## src/rtl/fifo_write_arbiter.sv

```systemverilog
// Round-robin arbiter sharing one async FIFO write port among NUM_REQ
// valid/ready requesters; a grant lasts one packet or MAX_BURST beats.
//
// Ports:
//   trans_clk, trans_rst : write-domain clock, sync active-high reset
//   req_valid/req_last   : per-requester beat valid / last-beat flag
//   req_data             : packed requester data, slice i = requester i
//   req_ready            : per-requester beat accept (only the grantee)
//   fifo_full            : FIFO backpressure
//   write_enable         : FIFO write strobe (combinational accept)
//   trans_data           : FIFO write data (grantee's slice)
//   grant_id             : current or last granted requester
//   busy                 : high while a grant is active
module fifo_write_arbiter #(
  parameter int NUM_REQ         = 4,
  parameter int data_bus_length = 8,
  parameter int MAX_BURST       = 4,
  localparam int IDW = $clog2(NUM_REQ),
  localparam int CW  = $clog2(MAX_BURST) + 1
) (
  input  logic                               trans_clk,
  input  logic                               trans_rst,
  input  logic [NUM_REQ-1:0]                 req_valid,
  input  logic [NUM_REQ-1:0]                 req_last,
  input  logic [NUM_REQ*data_bus_length-1:0] req_data,
  output logic [NUM_REQ-1:0]                 req_ready,
  input  logic                               fifo_full,
  output logic                               write_enable,
  output logic [data_bus_length-1:0]         trans_data,
  output logic [IDW-1:0]                     grant_id,
  output logic                               busy
);

  typedef enum logic {
    IDLE,
    GRANT
  } state_e;

  state_e         state_q, state_d;
  logic [IDW-1:0] grant_id_q, grant_id_d;
  logic [IDW-1:0] rr_ptr_q, rr_ptr_d;
  logic [CW-1:0]  beat_cnt_q, beat_cnt_d;
  logic           acc;

  // First valid requester strictly after ptr, wrapping around.
  function automatic logic [IDW-1:0] rr_pick(
    input logic [NUM_REQ-1:0] v,
    input logic [IDW-1:0]     ptr
  );
    logic [IDW-1:0] pick;
    logic           hit;
    int             k;
    pick = '0;
    hit  = 1'b0;
    for (int i = 1; i <= NUM_REQ; i++) begin
      k = (int'(ptr) + i) % NUM_REQ;
      if (!hit && v[IDW'(k)]) begin
        hit  = 1'b1;
        pick = IDW'(k);
      end
    end
    return pick;
  endfunction

  always_comb begin
    state_d      = state_q;
    grant_id_d   = grant_id_q;
    rr_ptr_d     = rr_ptr_q;
    beat_cnt_d   = beat_cnt_q;
    req_ready    = '0;
    write_enable = 1'b0;
    acc          = 1'b0;
    trans_data   = req_data[grant_id_q*data_bus_length +: data_bus_length];

    unique case (state_q)
      IDLE: begin
        if (|req_valid) begin
          grant_id_d = rr_pick(req_valid, rr_ptr_q);
          beat_cnt_d = '0;
          state_d    = GRANT;
        end
      end
      GRANT: begin
        req_ready[grant_id_q] = !fifo_full;
        acc          = req_valid[grant_id_q] && !fifo_full;
        write_enable = acc;
        if (acc) begin
          beat_cnt_d = beat_cnt_q + 1'b1;
        end
        // Release on packet end, burst cap, or idle grantee. A stall
        // on fifo_full never releases the grant.
        if ((acc && req_last[grant_id_q]) ||
            (acc && beat_cnt_q == CW'(MAX_BURST - 1)) ||
            (!req_valid[grant_id_q] && !fifo_full)) begin
          state_d  = IDLE;
          rr_ptr_d = grant_id_q;
        end
      end
      default: state_d = IDLE;
    endcase

    // Reset cycle must never hand a beat to the FIFO.
    if (trans_rst) begin
      req_ready    = '0;
      write_enable = 1'b0;
    end
  end

  always_ff @(posedge trans_clk) begin
    if (trans_rst) begin
      state_q    <= IDLE;
      grant_id_q <= '0;
      rr_ptr_q   <= IDW'(NUM_REQ - 1);
      beat_cnt_q <= '0;
    end else begin
      state_q    <= state_d;
      grant_id_q <= grant_id_d;
      rr_ptr_q   <= rr_ptr_d;
      beat_cnt_q <= beat_cnt_d;
    end
  end

  assign grant_id = grant_id_q;
  assign busy     = (state_q == GRANT);

endmodule
```

## config.mk

```make
export PLATFORM = sky130hd
export DESIGN_NAME = fifo_write_arbiter
export DESIGN_NICKNAME = d
export VERILOG_FILES = /design/src/rtl/fifo_write_arbiter.sv
export SDC_FILE = /design/constraint.sdc
export NUM_CORES = 1
export LEC_CHECK = 0
export ABC_AREA = 1
export CAP_MARGIN = 10
export CORE_MARGIN = 5
export CORE_UTILIZATION = 41
export DETAILED_ROUTE_END_ITERATION = 12
export GPL_ROUTABILITY_DRIVEN = 0
export PLACE_DENSITY_LB_ADDON = 0.3
export SLEW_MARGIN = 20
export SYNTH_ARGS = -nofsm -noshare
export SYNTH_HDL_FRONTEND = slang
export SYNTH_SLANG_ARGS = --single-unit
```

## constraint.sdc

```tcl
create_clock -name trans_clk -period 2.08 [get_ports trans_clk]
set_clock_uncertainty 0.05 [all_clocks]
set_input_delay 0.52 -clock trans_clk [delete_from_list [all_inputs] [get_ports trans_clk]]
set_output_delay 0.52 -clock trans_clk [all_outputs]
set_load 0.02 [all_outputs]
```

==> out/metrics.yaml, run 1 <==
critical_path:
  cp_data_required_time_ns: 1.51
  setup.worst_path.end_class: "primary output"
  critical_path.max_fanout: 2
  cp_data_arrival_time_ns: 1.46
  path_class: "in -> out"
  crit_path_start_kind: "input pin"
  critical_path.slowest_cell: "clkdlybuf4s50_1"
  crit_chain: "clkdlybuf4s50_1 > nand2_1 > o2111ai_4 > nand2_4 > nor2_4 > buf_6"
  slowest_delay_ns: 0.48
job:
  cap_violations: 0
yosys:
  syn-num-nets: 215
  ys_seq_area_share_pct: 15.8
  ys_ff_latch: 8
  netlist_area_um2: 1020
  syn_avg_cell_area_um2: 5.98
  synth_cells: 170
  yosys_warnings: 0
  ys_types: 25
sta:
  setup_tns_ns: 0
  max_freq_mhz: 493
  period_minus_slack_ns: 2.03
  rsz0062_at_grt: "no"
  finalSetupViolations: 0
  slew_headroom_pct: 70.6
  drv_slew: 0
  hold-worst-slack_ns: 0.492
  hold_violations: 0
  timing.final.crit_share_pct: 97.5
  tightestPinTransition_ns: 0.441
drt:
  wl_per_cell_um: 12.9
  drt_pre_antenna_iters: 5
  drt-total-wl_mm: 3.62
  ant_nets: 0
  drt_iter0_drc: 85
  vias_per_cell: 5.21
  vias: 1463
  post-route-drc-count: 0
floorplanning:
  fp.dieW_um: 59.8
  rows: 18
  ios: 59
  die_area_um2: 3570
  start_util_pct: 41.8
  core_um2: 2430
  die_y_um: 59.8
status:
  outcome: "finished clean"
cells_and_area:
  n_fill_cell: 192
  n_antenna_cell: 0
  finalNonFillerCells: 281
  multiInputGateArea_um2: 757
  fin_nets: 298
  layout_commonest_cell: "nand2_1"
  area_growth_pct: 78.3
  layout_common_cells: "nand2_1 (55), clkdlybuf4s50_1 (40), buf_4 (25)"
  fin_area_um2: 1810
  regArea_um2: 168
  drive_above_1_share_pct: 30.3
placed_design:
  io_buffers: 58
  dpl-instance-area_um2: 1780
  hpwl_mm: 2.94
  place_inst: 278
global_routing:
  overflow: 0
  grt_pass1_vias: 1342
  grt_max_degree: 14
  global_route.usage.total_pct: 19.6
  grt_pass1_wl_mm: 5.54
  antenna_found_initial: 0
worst_hold_path:
  hold_class: "reg -> reg"
cts:
  clk_path_buf_depth: 2
  postCtsHoldBufs: 0
  clk_latency_ns: 0.26
  tritoncts: "yes"
  root_buffer: "clkbuf_4"
  numCtsBuffers: 3
  htreeDepth: 1
  clk_pin_slew_worst_paths_ns: 0.06
  clock_sinks: 8
  cts_setup_buffers: 0
pwr:
  ir_drop_v: 0.000503
  p_leak_nw: 0.933
  powerDensity_nw_per_um2: 539
  total_power_mw: 0.977
-- worst max-delay path, delay by kind of cell --
family | cells | cell delay, ns
AO/OA/AOI/OAI | 1 | 0.09
buffers and inverters | 2 | 0.60
AND/OR/NAND/NOR | 3 | 0.25
-- state kept, by name (all words and copies together), names as in the netlist --
| signal | cells |
|---|---|
| beat_cnt_q | 3 |
| rr_ptr_q | 2 |
| busy | 1 |
| grant_id | 2 |
-- cell usage after synthesis, drive strengths merged --
cell,instances,share of area [%]
o2111ai,1,1.5
nor3,3,2.0
nand2,69,29
nand3,17,8.4
nor2,15,9.7
a21oi,7,3.4
ha,2,2.5
a22oi,13,9.6
buf,5,5.2
dfxtp,8,16
nand4,3,1.8
o21ai,4,2.3
inv,22,8.4
a21boi,1,0.74
-- per-stage QoR --
step / setup slack (ns) / utilization, %
floorplan: -0.00135 / -
finish: 0.0512 / 74.5
global placement: -0.593 / 73.3
detailed placement: -0.598 / 73.3
CTS: -0.000964 / 75.1
global route: 0.00232 / 74.5
-- repair_timing --
item                       in CTS  in global routing
resized for setup              54                 20
pin swaps                       3                  3
cloned                          0                  0
setup endpoints to repair      13                 13
-- kinds of logic (layout without fill, tap and decap cells) --
| logic type | count (synthesis) | count (layout) | synth area share (%) |
|---|---|---|---|
| and+or+nand+nor | 107 | 107 | 50.6 |
| buffers and inverters | 27 | 108 | 13.5 |
| AOI/OAI and AO/OA | 26 | 26 | 17.6 |
| DFF | 8 | 8 | 15.8 |
| adders and majority gates | 2 | 2 | 2.46 |
-- routing by layer --
layer | wire length [um] | GRT usage [%] | part of all wire (%)
met3 | 463 | 4.54 | 13
met1 | 1370 | 21.9 | 38
met5 | 0 | 0 | 0
met2 | 1700 | 35.6 | 47
met4 | 77 | 6.65 | 2.1
-- area by class of cell --
| cell class | instances | area share [%] |
|---|---|---|
| Sequential cell | 8 | 9.25 |
| Timing Repair Buffer | 83 | 40.8 |
| Multi-Input combinational cell | 135 | 41.8 |
| Clock buffer | 3 | 1.24 |
| Tap cell | 30 | 2.07 |
| Inverter | 22 | 4.83 |
-- power by group --
group          total, mW  switching, mW  internal, mW
Combinational      0.654          0.346         0.309
Sequential         0.199         0.0255         0.173
Clock              0.124         0.0572        0.0663
-- path summary, 6_finish.rpt --
path	slack, ns	endpoint	cells past startpoint	start
worst max-delay path	0.05	write_enable	6	req_valid[2]
worst min-delay path	0.49	beat_cnt_q[0]	3	beat_cnt_q[0]
worst max register to register	0.45	grant_id[1]	11	rr_ptr_q[0]
worst min register to register	0.49	beat_cnt_q[0]	3	beat_cnt_q[0]
No activity file was read; power rests on OpenSTA's default activity.
==> run 2: changes to the inputs <==
Settings changed: CELL_PAD_IN_SITES_DETAIL_PLACEMENT set to 1, CELL_PAD_IN_SITES_GLOBAL_PLACEMENT set to 1, CORE_UTILIZATION 41 to 26, HOLD_SLACK_MARGIN set to 0.06.
==> out/metrics.yaml, run 2 (synthesis results as in run 1) <==
sta:
  hold-worst-slack_ns: 0.474
  drv_slew: 0
  timing.final.crit_share_pct: 96.7
  max_freq_mhz: 497
  slew_headroom_pct: 76.8
  period_minus_slack_ns: 2.01
  finalSetupViolations: 0
  tightestPinTransition_ns: 0.347
  fin_ws_ns: 0.0687
  hold_violations: 0
global_routing:
  overflow: 0
  grt_max_degree: 12
  antenna_found_initial: 0
  grt_pass1_wl_mm: 6.44
  grt_pass1_vias: 1370
  global_route.usage.total_pct: 15.0
cts:
  tritoncts: "yes"
  clk_latency_ns: 0.23
  clk_pin_slew_worst_paths_ns: 0.04
  htreeDepth: 1
  numCtsBuffers: 3
  clk_path_buf_depth: 2
  clock_sinks: 8
  root_buffer: "clkbuf_8"
  postCtsHoldBufs: 0
cells_and_area:
  n_fill_cell: 492
  area_growth_pct: 86.8
  regArea_um2: 168
  fin_nets: 297
  multiInputGateArea_um2: 771
  drive_above_1_share_pct: 30.4
  n_antenna_cell: 0
  largest_reg_flops: 3
  layout_common_cells: "nand2_1 (54), clkdlybuf4s50_1 (39), buf_4 (22)"
  largest-register: "beat_cnt_q"
  layout_commonest_cell: "nand2_1"
  finalNonFillerCells: 298
placed_design:
  hpwl_mm: 3.23
  io_buffers: 58
  place_inst: 294
  place_ws_ns: -0.649
floorplanning:
  start_util_pct: 27.3
  fp.dieW_um: 72.5
  core_um2: 3720
  die_y_um: 72.5
  ios: 59
  rows: 22
  die_area_um2: 5260
worst_hold_path:
  hold_class: "reg -> reg"
  min_from: "beat_cnt_q[0]"
  min_path_cells: 3
  hold_end: "beat_cnt_q[0]"
drt:
  dr_wl_met2_mm: 1.77
  wl_met1_mm: 1.86
  drt_pre_antenna_iters: 4
  post-route-drc-count: 0
  vias_per_cell: 4.67
  drt_iter0_drc: 30
  drt-total-wl_mm: 3.93
  wl_per_cell_um: 13.2
  ant_nets: 0
  vias: 1392
  met3_wirelength_um: 295
  topRoutingLayerUsed: "met4"
critical_path:
  cp_data_required_time_ns: 1.51
  path_buf_inv: 2
  critical_path.max_fanout: 1
  crit_path_start_kind: "input pin"
  r2r_cells: 11
  crit_chain: "clkdlybuf4s50_1 > a22oi_1 > nand2_1 > clkdlybuf4s15_2"
  path_class: "in -> out"
  cp_data_arrival_time_ns: 1.44
  setup.worst_path.end_class: "primary output"
  r2r-end: "grant_id[1]"
  slowest_delay_ns: 0.40
  rrSetupSlack_ns: 0.56
  critical_path.slowest_cell: "clkdlybuf4s50_1"
  reg2reg_from: "rr_ptr_q[0]"
  crit_family: "buffers and inverters"
pwr:
  ir_drop_v: 0.000313
  p_leak_nw: 0.949
  powerDensity_nw_per_um2: 563
job:
  cap_violations: 0
status:
  outcome: "finished clean"
[run 2: changes by cell type in the layout (fill, tap and decap cells not counted), moves of 2 or more]
cell	delta
buf_2	-3
buf_12	+2
clkdlybuf4s15_2	+2
clkbuf_8	+3
dlygate4sd2_1	+2
clkbuf_4	-3
buf_4	-3
[run 2: worst max-delay path by stage]
stage,start,end,slack (ns),cells after the start
2_1_floorplan,busy,req_ready[0],-0.001,4
3_3_place_gp,req_valid[3],write_enable,-0.63,6
3_5_place_dp,req_valid[3],write_enable,-0.65,6
4_1_cts,fifo_full,req_ready[0],0.0003,6
5_1_grt,grant_id[1],trans_data[6],-0.001,6
6_report,req_data[6],trans_data[6],0.07,4
[run 2: stage by stage]
stage / cell area (um2) / setup TNS [ns] / total power [mW] / utilization (%)
finish: 1900 / 0 / 1.07 / 51.1
global placement: 1810 / -4.49 / 0.879 / 48.8
global route: 1900 / -0.00120 / 1.16 / 51.1
CTS: 1880 / 0 / 1.09 / 50.7
floorplan: 1020 / -0.00270 / 0.568 / -
detailed placement: 1810 / -4.62 / 0.890 / 48.8
[run 2: power breakdown]
part | internal [mW] | total, mW | switching (mW)
combinational | 0.324 | 0.676 | 0.353
sequential | 0.174 | 0.200 | 0.0260
clock | 0.126 | 0.192 | 0.0660
total | 0.624 | 1.07 | 0.445
[run 2: layout make-up]
cell class	count	area share (%)
Inverter	22	4.61
Sequential cell	8	8.83
Timing Repair Buffer	82	40.6
Multi-Input combinational cell	135	40.6
Tap cell	48	3.16
Clock buffer	3	2.18
[run 2: what timing repair did]
item	in CTS	in global routing
setup buffers	1	0
pin swaps	2	3
resized for setup	57	21
setup endpoints to repair	13	13
[run 2: worst register-to-register path, stage by stage, from the launching register on]
cell and delay [ns]:
dfxtp_1 0.46, buf_4 0.21, nand2_1 0.05, nand2_1 0.13, nand2_1 0.08, nand2_2 0.08, nand2_2 0.06, inv_2 0.06
nand3_1 0.07, nand3_1 0.11, nand2_1 0.05, inv_1 0.04
[run 2: per-layer routing]
metal  vias to the layer above  GRT usage [%]
met2                        48           25.6
met5                         -              0
met3                         2           2.77
li1                        718              -
met1                       624           20.2
met4                         0           2.05
